===== config.mk =====
export PLATFORM = sky130hd
export DESIGN_NAME = mem_arbiter_flat
export DESIGN_NICKNAME = d
export VERILOG_FILES = /design/src/rtl/mem_arbiter_if.sv /design/src/rtl/mem_arbiter.sv /design/src/flat_wrapper.sv
export SDC_FILE = /design/constraint.sdc
export NUM_CORES = 1
export LEC_CHECK = 0
export CAP_MARGIN = 20
export CORE_MARGIN = 4
export CORE_UTILIZATION = 43
export CTS_CLUSTER_DIAMETER = 150
export CTS_CLUSTER_SIZE = 10
export DETAILED_ROUTE_END_ITERATION = 16
export PLACE_DENSITY = 0.8
export SYNTH_ARGS = -nofsm -noshare
export SYNTH_HDL_FRONTEND = slang
export SYNTH_SLANG_ARGS = --single-unit

===== constraint.sdc =====
create_clock -name clk -period 2.1 [get_ports clk]
set_input_delay 0.21 -clock clk [delete_from_list [all_inputs] [get_ports clk]]
set_output_delay 0.21 -clock clk [all_outputs]
set_load 0.02 [all_outputs]

===== src/rtl/mem_arbiter_if.sv =====
// Signal bundle joining the two requesters (fetch port 0, load/store port 1),
// the arbiter and the 128x8 single-port RAM.
interface mem_arbiter_if #(
   parameter int ADDR_W = 7,
   parameter int DATA_W = 8
);
   logic              req0;
   logic              we0;
   logic [ADDR_W-1:0] addr0;
   logic [DATA_W-1:0] wdata0;
   logic              ack0;
   logic              err0;
   logic [DATA_W-1:0] rdata0;

   logic              req1;
   logic              we1;
   logic [ADDR_W-1:0] addr1;
   logic [DATA_W-1:0] wdata1;
   logic              ack1;
   logic              err1;
   logic [DATA_W-1:0] rdata1;

   logic              mem_en;
   logic              mem_read;
   logic              mem_write;
   logic [ADDR_W-1:0] mem_address;
   logic [DATA_W-1:0] mem_wdata;
   logic [DATA_W-1:0] mem_rdata;
   logic              mem_ready;

   // Arbiter side: consumes requests and RAM responses, drives acks and RAM pins.
   modport slave (
      input  req0, we0, addr0, wdata0,
      input  req1, we1, addr1, wdata1,
      input  mem_rdata, mem_ready,
      output ack0, err0, rdata0,
      output ack1, err1, rdata1,
      output mem_en, mem_read, mem_write, mem_address, mem_wdata
   );

   modport master (
      output req0, we0, addr0, wdata0,
      output req1, we1, addr1, wdata1,
      output mem_rdata, mem_ready,
      input  ack0, err0, rdata0,
      input  ack1, err1, rdata1,
      input  mem_en, mem_read, mem_write, mem_address, mem_wdata
   );
endinterface


===== src/rtl/mem_arbiter.sv =====
// Round-robin two-port arbiter/sequencer for the 128x8 single-port RAM.
// IDLE grants and launches an access, ACCESS waits for ready or timeout, RELEASE drops en.
module mem_arbiter #(
   parameter int ADDR_W  = 7,
   parameter int DATA_W  = 8,
   parameter int TIMEOUT = 15
) (
   input  logic         clk,
   input  logic         rst_n,
   mem_arbiter_if.slave bus
);
   localparam int CNT_W = $clog2(TIMEOUT + 1);
   localparam logic [CNT_W-1:0] TO_CNT = CNT_W'(TIMEOUT);

   typedef enum logic [1:0] {
      IDLE    = 2'd0,
      ACCESS  = 2'd1,
      RELEASE = 2'd2
   } state_t;

   state_t            state_q, state_d;
   logic              rr_q, rr_d;
   logic              gnt_q, gnt_d;
   logic [CNT_W-1:0]  cnt_q, cnt_d;
   logic              en_q, en_d;
   logic              rd_q, rd_d;
   logic              wr_q, wr_d;
   logic [ADDR_W-1:0] addr_q, addr_d;
   logic [DATA_W-1:0] wdata_q, wdata_d;
   logic [DATA_W-1:0] rdata0_q, rdata0_d;
   logic [DATA_W-1:0] rdata1_q, rdata1_d;
   logic              ack0_q, ack0_d;
   logic              ack1_q, ack1_d;
   logic              err0_q, err0_d;
   logic              err1_q, err1_d;
   logic              sel;

   always_comb begin
      state_d  = state_q;
      rr_d     = rr_q;
      gnt_d    = gnt_q;
      cnt_d    = cnt_q;
      en_d     = en_q;
      rd_d     = rd_q;
      wr_d     = wr_q;
      addr_d   = addr_q;
      wdata_d  = wdata_q;
      rdata0_d = rdata0_q;
      rdata1_d = rdata1_q;
      ack0_d   = 1'b0;
      ack1_d   = 1'b0;
      err0_d   = 1'b0;
      err1_d   = 1'b0;
      sel      = rr_q;

      case (state_q)
         IDLE: begin
            if (bus.req0 || bus.req1) begin
               // rr_q only advances when both ports contend.
               if (bus.req0 && bus.req1) begin
                  sel  = rr_q;
                  rr_d = ~rr_q;
               end else begin
                  sel  = bus.req1;
               end
               gnt_d = sel;
               if (sel) begin
                  wr_d    = bus.we1;
                  addr_d  = bus.addr1;
                  wdata_d = bus.wdata1;
               end else begin
                  wr_d    = bus.we0;
                  addr_d  = bus.addr0;
                  wdata_d = bus.wdata0;
               end
               rd_d    = ~wr_d;
               en_d    = 1'b1;
               cnt_d   = '0;
               state_d = ACCESS;
            end
         end

         ACCESS: begin
            cnt_d = cnt_q + 1'b1;
            if (bus.mem_ready) begin
               if (rd_q) begin
                  if (gnt_q) rdata1_d = bus.mem_rdata;
                  else       rdata0_d = bus.mem_rdata;
               end
               ack0_d  = ~gnt_q;
               ack1_d  = gnt_q;
               en_d    = 1'b0;
               rd_d    = 1'b0;
               wr_d    = 1'b0;
               state_d = RELEASE;
            end else if (cnt_d == TO_CNT) begin
               ack0_d  = ~gnt_q;
               ack1_d  = gnt_q;
               err0_d  = ~gnt_q;
               err1_d  = gnt_q;
               en_d    = 1'b0;
               rd_d    = 1'b0;
               wr_d    = 1'b0;
               state_d = RELEASE;
            end
         end

         // en stays low here for one cycle so the RAM's ready counter restarts.
         RELEASE: state_d = IDLE;

         default: state_d = IDLE;
      endcase
   end

   always_ff @(posedge clk or negedge rst_n) begin
      if (!rst_n) begin
         state_q  <= IDLE;
         rr_q     <= 1'b0;
         gnt_q    <= 1'b0;
         cnt_q    <= '0;
         en_q     <= 1'b0;
         rd_q     <= 1'b0;
         wr_q     <= 1'b0;
         addr_q   <= '0;
         wdata_q  <= '0;
         rdata0_q <= '0;
         rdata1_q <= '0;
         ack0_q   <= 1'b0;
         ack1_q   <= 1'b0;
         err0_q   <= 1'b0;
         err1_q   <= 1'b0;
      end else begin
         state_q  <= state_d;
         rr_q     <= rr_d;
         gnt_q    <= gnt_d;
         cnt_q    <= cnt_d;
         en_q     <= en_d;
         rd_q     <= rd_d;
         wr_q     <= wr_d;
         addr_q   <= addr_d;
         wdata_q  <= wdata_d;
         rdata0_q <= rdata0_d;
         rdata1_q <= rdata1_d;
         ack0_q   <= ack0_d;
         ack1_q   <= ack1_d;
         err0_q   <= err0_d;
         err1_q   <= err1_d;
      end
   end

   assign bus.mem_en      = en_q;
   assign bus.mem_read    = rd_q;
   assign bus.mem_write   = wr_q;
   assign bus.mem_address = addr_q;
   assign bus.mem_wdata   = wdata_q;
   assign bus.ack0        = ack0_q;
   assign bus.ack1        = ack1_q;
   assign bus.err0        = err0_q;
   assign bus.err1        = err1_q;
   assign bus.rdata0      = rdata0_q;
   assign bus.rdata1      = rdata1_q;
endmodule


===== src/flat_wrapper.sv =====
// flat-port wrapper written by rule: the top's interface ports become plain ports
module mem_arbiter_flat 
#(
   parameter int ADDR_W  = 7,
   parameter int DATA_W  = 8,
   parameter int TIMEOUT = 15
)
  (clk, rst_n, bus_req0, bus_we0, bus_addr0, bus_wdata0, bus_req1, bus_we1, bus_addr1, bus_wdata1, bus_mem_rdata, bus_mem_ready, bus_ack0, bus_err0, bus_rdata0, bus_ack1, bus_err1, bus_rdata1, bus_mem_en, bus_mem_read, bus_mem_write, bus_mem_address, bus_mem_wdata);
  mem_arbiter_if #(.ADDR_W(ADDR_W), .DATA_W(DATA_W)) bus_i ();
  input  logic clk;
  input  logic rst_n;
  input wire logic [$bits(bus_i.req0)-1:0] bus_req0;
  input wire logic [$bits(bus_i.we0)-1:0] bus_we0;
  input wire logic [$bits(bus_i.addr0)-1:0] bus_addr0;
  input wire logic [$bits(bus_i.wdata0)-1:0] bus_wdata0;
  input wire logic [$bits(bus_i.req1)-1:0] bus_req1;
  input wire logic [$bits(bus_i.we1)-1:0] bus_we1;
  input wire logic [$bits(bus_i.addr1)-1:0] bus_addr1;
  input wire logic [$bits(bus_i.wdata1)-1:0] bus_wdata1;
  input wire logic [$bits(bus_i.mem_rdata)-1:0] bus_mem_rdata;
  input wire logic [$bits(bus_i.mem_ready)-1:0] bus_mem_ready;
  output wire logic [$bits(bus_i.ack0)-1:0] bus_ack0;
  output wire logic [$bits(bus_i.err0)-1:0] bus_err0;
  output wire logic [$bits(bus_i.rdata0)-1:0] bus_rdata0;
  output wire logic [$bits(bus_i.ack1)-1:0] bus_ack1;
  output wire logic [$bits(bus_i.err1)-1:0] bus_err1;
  output wire logic [$bits(bus_i.rdata1)-1:0] bus_rdata1;
  output wire logic [$bits(bus_i.mem_en)-1:0] bus_mem_en;
  output wire logic [$bits(bus_i.mem_read)-1:0] bus_mem_read;
  output wire logic [$bits(bus_i.mem_write)-1:0] bus_mem_write;
  output wire logic [$bits(bus_i.mem_address)-1:0] bus_mem_address;
  output wire logic [$bits(bus_i.mem_wdata)-1:0] bus_mem_wdata;
  assign bus_i.req0 = bus_req0;
  assign bus_i.we0 = bus_we0;
  assign bus_i.addr0 = bus_addr0;
  assign bus_i.wdata0 = bus_wdata0;
  assign bus_i.req1 = bus_req1;
  assign bus_i.we1 = bus_we1;
  assign bus_i.addr1 = bus_addr1;
  assign bus_i.wdata1 = bus_wdata1;
  assign bus_i.mem_rdata = bus_mem_rdata;
  assign bus_i.mem_ready = bus_mem_ready;
  assign bus_ack0 = bus_i.ack0;
  assign bus_err0 = bus_i.err0;
  assign bus_rdata0 = bus_i.rdata0;
  assign bus_ack1 = bus_i.ack1;
  assign bus_err1 = bus_i.err1;
  assign bus_rdata1 = bus_i.rdata1;
  assign bus_mem_en = bus_i.mem_en;
  assign bus_mem_read = bus_i.mem_read;
  assign bus_mem_write = bus_i.mem_write;
  assign bus_mem_address = bus_i.mem_address;
  assign bus_mem_wdata = bus_i.mem_wdata;
  mem_arbiter #(.ADDR_W(ADDR_W), .DATA_W(DATA_W), .TIMEOUT(TIMEOUT)) u_core (.clk(clk), .rst_n(rst_n), .bus(bus_i));
endmodule

==> key figures <==
Status
  • Outcome: complete, but fails checks
  • Failing checks: negative hold slack

Clock network
  • CTS buffer count: 5
  • H-tree depth: 2
  • Clk slew on worst S/H paths: 0.08 ns
  • Root Buffer: clkbuf_8
  • CTS tree: built
  • Clk Latency, worst-skew pair: 0.28 ns
  • Post-CTS setup buffers: 0
  • # hold bufs at CTS: 0
  • Clk sink count: 46
  • Post_cts resized: 0
  • CTS Buffer Depth: 2

Timing
  • Slew headroom: 62.9%
  • Final setup skew: 0.00396 ns
  • Final min period: 1.76 ns
  • FMAX: 569 MHz
  • Actual slew at the worst max-slew pin: 0.556 ns
  • Final setup viols: 0
  • Final worst path period share: 83.6%
  • Hold Vio Cnt, Final: 8
  • Post-route setup TNS: 0 ns
  • RSZ-0062 raised after global routing: no
  • Slew Viols, Final: 0
  • Hold_ws: -0.00506 ns

Floorplanning
  • Die Width: 76.6 um
  • Die height: 76.6 um
  • Core area: 0.00444 mm2
  • Num rows: 24
  • Initial Util: 45.5%
  • Die Area: 0.00586 mm2
  • Io pins: 83

GRT
  • Antenna violations before repair: 0
  • Vias in the first global route: 1553
  • First-pass GRT wire length: 7.42 mm
  • Gr ovfl total: 0
  • Largest net degree at the start of global routing: 47
  • Total GRT Usage: 15.8%

Finish
  • Fin nets: 295
  • Fillers: 339
  • Commonest non-fill, non-tap cell in the layout: clkdlybuf4s50_1
  • Most frequent cells in the layout: clkdlybuf4s50_1 (81), dfrtp_1 (46), nand2_1 (17), o21ai_0 (17), mux2i_1 (16)
  • Area delta synth->final: 48.1%
  • Non-filler cells in the finished layout: 300
  • # diodes: 0
  • Share of cells above drive strength 1: 14.1%

Critical path
  • R2R Setup Slk: 0.34 ns
  • Crit path capture type: flop
  • Required @ worst endpoint: 2.28 ns
  • Worst setup SP type: flop
  • Worst EP arrival: 1.93 ns
  • Slowest CP cell: dfrtp_1
  • CP max stage delay: 0.44 ns
  • CP Max Fanout: 6
  • Worst path cell trace: ha_1 -> nand3b_1 -> a21oi_1 -> o31ai_1 -> a22o_1
  • Setup CP Type: reg2reg

Routing
  • Drt via density: 5.06
  • Routed via count: 1518
  • # DRC: 0
  • Antenna Nets Post-Route: 0
  • DR WL/cell: 14.9 um
  • DRT Pass-1 Iters: 4
  • Routed WL: 4.46 mm
  • Starting DRT DRC Count: 68

Logic synthesis
  • Synthesized Nets: 207
  • Sequential fraction of the synthesis area: 56.9%
  • Warnings from Yosys: 0
  • Yosys reg bits: 46
  • Post-Syn Area per Cell: 12.6 um2
  • Cells after synthesis: 160
  • Number of distinct library cells after synthesis: 34
  • Post-Syn Area: 0.00202 mm2

Hold path
  • Worst Hold Class: in2async

Power
  • Pwr dens: 1340 mW/mm2
  • Pleak: 1.38 nW
  • Max VDD drop: 0.000647 V

Place
  • DP Cell Count: 293
  • Port buffer count: 82
  • Final Wtd Congestion: 0.772
  • Detail Placement HPWL: 3.49 mm

Flow run
  • Max-cap violation count: 0
## routing by layer
layer | up-vias | routed length [um] | global-route usage, % | share of wire (%)
met5 | - | 0 | 0 | 0
met4 | 0 | 27 | 4.89 | 0.61
met3 | 2 | 452 | 7.57 | 10
met2 | 61 | 2090 | 24.6 | 47
met1 | 714 | 1890 | 19.4 | 42
li1 | 741 | - | - | -
## cell type report
type	instances	area (um2)	area share, %
Multi-Input combinational cell	105	826	27.6
Clock buffer	7	76.3	2.55
Inverter	3	11.3	0.376
Tap cell	52	65.1	2.17
Sequential cell	46	1150	38.4
Timing Repair Buffer	87	866	28.9
## final timing paths
kind / startpoint / to / depth (start not counted)
worst min register to register: u_core.bus.mem_address[6] / u_core.bus.mem_address[6] / 2
worst min-delay path: rst_n / u_core.bus.ack1 / 2
max in group asynchronous: rst_n / u_core.cnt_q[0] / 2
worst max register to register: u_core.cnt_q[1] / u_core.bus.mem_read / 5
min in group clk: u_core.bus.mem_address[6] / u_core.bus.mem_address[6] / 2
worst max-delay path: u_core.cnt_q[1] / u_core.bus.mem_read / 5
## Yosys cell counts
master	number	area, um2
dfrtp_1	46	1150
o21ai_0	19	95.1
nand2_1	17	63.8
mux2i_1	16	160
mux2_2	8	90.1
mux2_4	8	120
a22o_1	3	26.3
clkbuf_1	3	11.3
inv_1	3	11.3
nor2_1	3	11.3
nor3_1	3	15.0
buf_6	2	22.5
ha_1	2	25.0
nand3b_1	2	15.0
o21a_1	2	15.0
o2bb2ai_1	2	17.5
o311a_1	2	20.0
or2_2	2	12.5
xor2_1	2	17.5
a21bo_2	1	10.0
a21o_1	1	7.51
a21oi_1	1	5.00
and2b_2	1	8.76
and3_1	1	6.26
and4b_1	1	10.0
buf_4	1	7.51
nand2b_1	1	6.26
nand2b_4	1	13.8
nand3_1	1	5.00
nor3_2	1	10.0
o31ai_1	1	7.51
o32ai_1	1	8.76
or3_1	1	6.26
xnor2_1	1	8.76
## power by group
group | internal, mW | switching (mW)
Combinational | 1.03 | 0.957
Clock | 0.229 | 0.263
Sequential | 1.27 | 0.250
## worst max-delay path: cells and delay by family, from the launching register on
kind	cells	cell delay (ns)
AOI/OAI and AO/OA	3	0.80
adders and majority gates	1	0.24
DFF	1	0.44
and+or+nand+nor	1	0.16
## metrics by stage
step           utilization [%]  instance area, um2  total power, mW  worst slack [ns]
2_1_floorplan                -                2020             2.58             0.593
3_3_place_gp              65.7                2920             3.50             0.253
3_5_place_dp              65.7                2920             3.56             0.202
4_1_cts                   67.4                3000             4.07             0.369
5_1_grt                   67.4                3000             4.27             0.224
6_report                  67.4                3000             4.00             0.343
## cell families after synthesis
family	Yosys count	synth area share [%]
AO/OA/AOI/OAI	33	10.5
XOR/XNOR	3	1.30
multiplexers	32	18.3
flip-flops	46	56.9
adder cells (fa/ha/maj)	2	1.24
AND/OR/NAND/NOR	35	9.10
buffers and inverters	9	2.60
## registers in the layout, summed over array words and instances, names as in the netlist
signal                  flops
u_core.bus.err0             1
u_core.bus.ack0             1
u_core.bus.ack1             1
u_core.cnt_q                4
u_core.bus.rdata1           8
u_core.bus.mem_read         1
u_core.bus.mem_address      7
u_core.bus.mem_write        1
u_core.gnt_q                1
u_core.rr_q                 1
u_core.state_q              2
u_core.bus.mem_en           1
u_core.bus.err1             1
u_core.bus.mem_wdata        8
u_core.bus.rdata0           8
No activity file was read; power rests on OpenSTA's default activity.
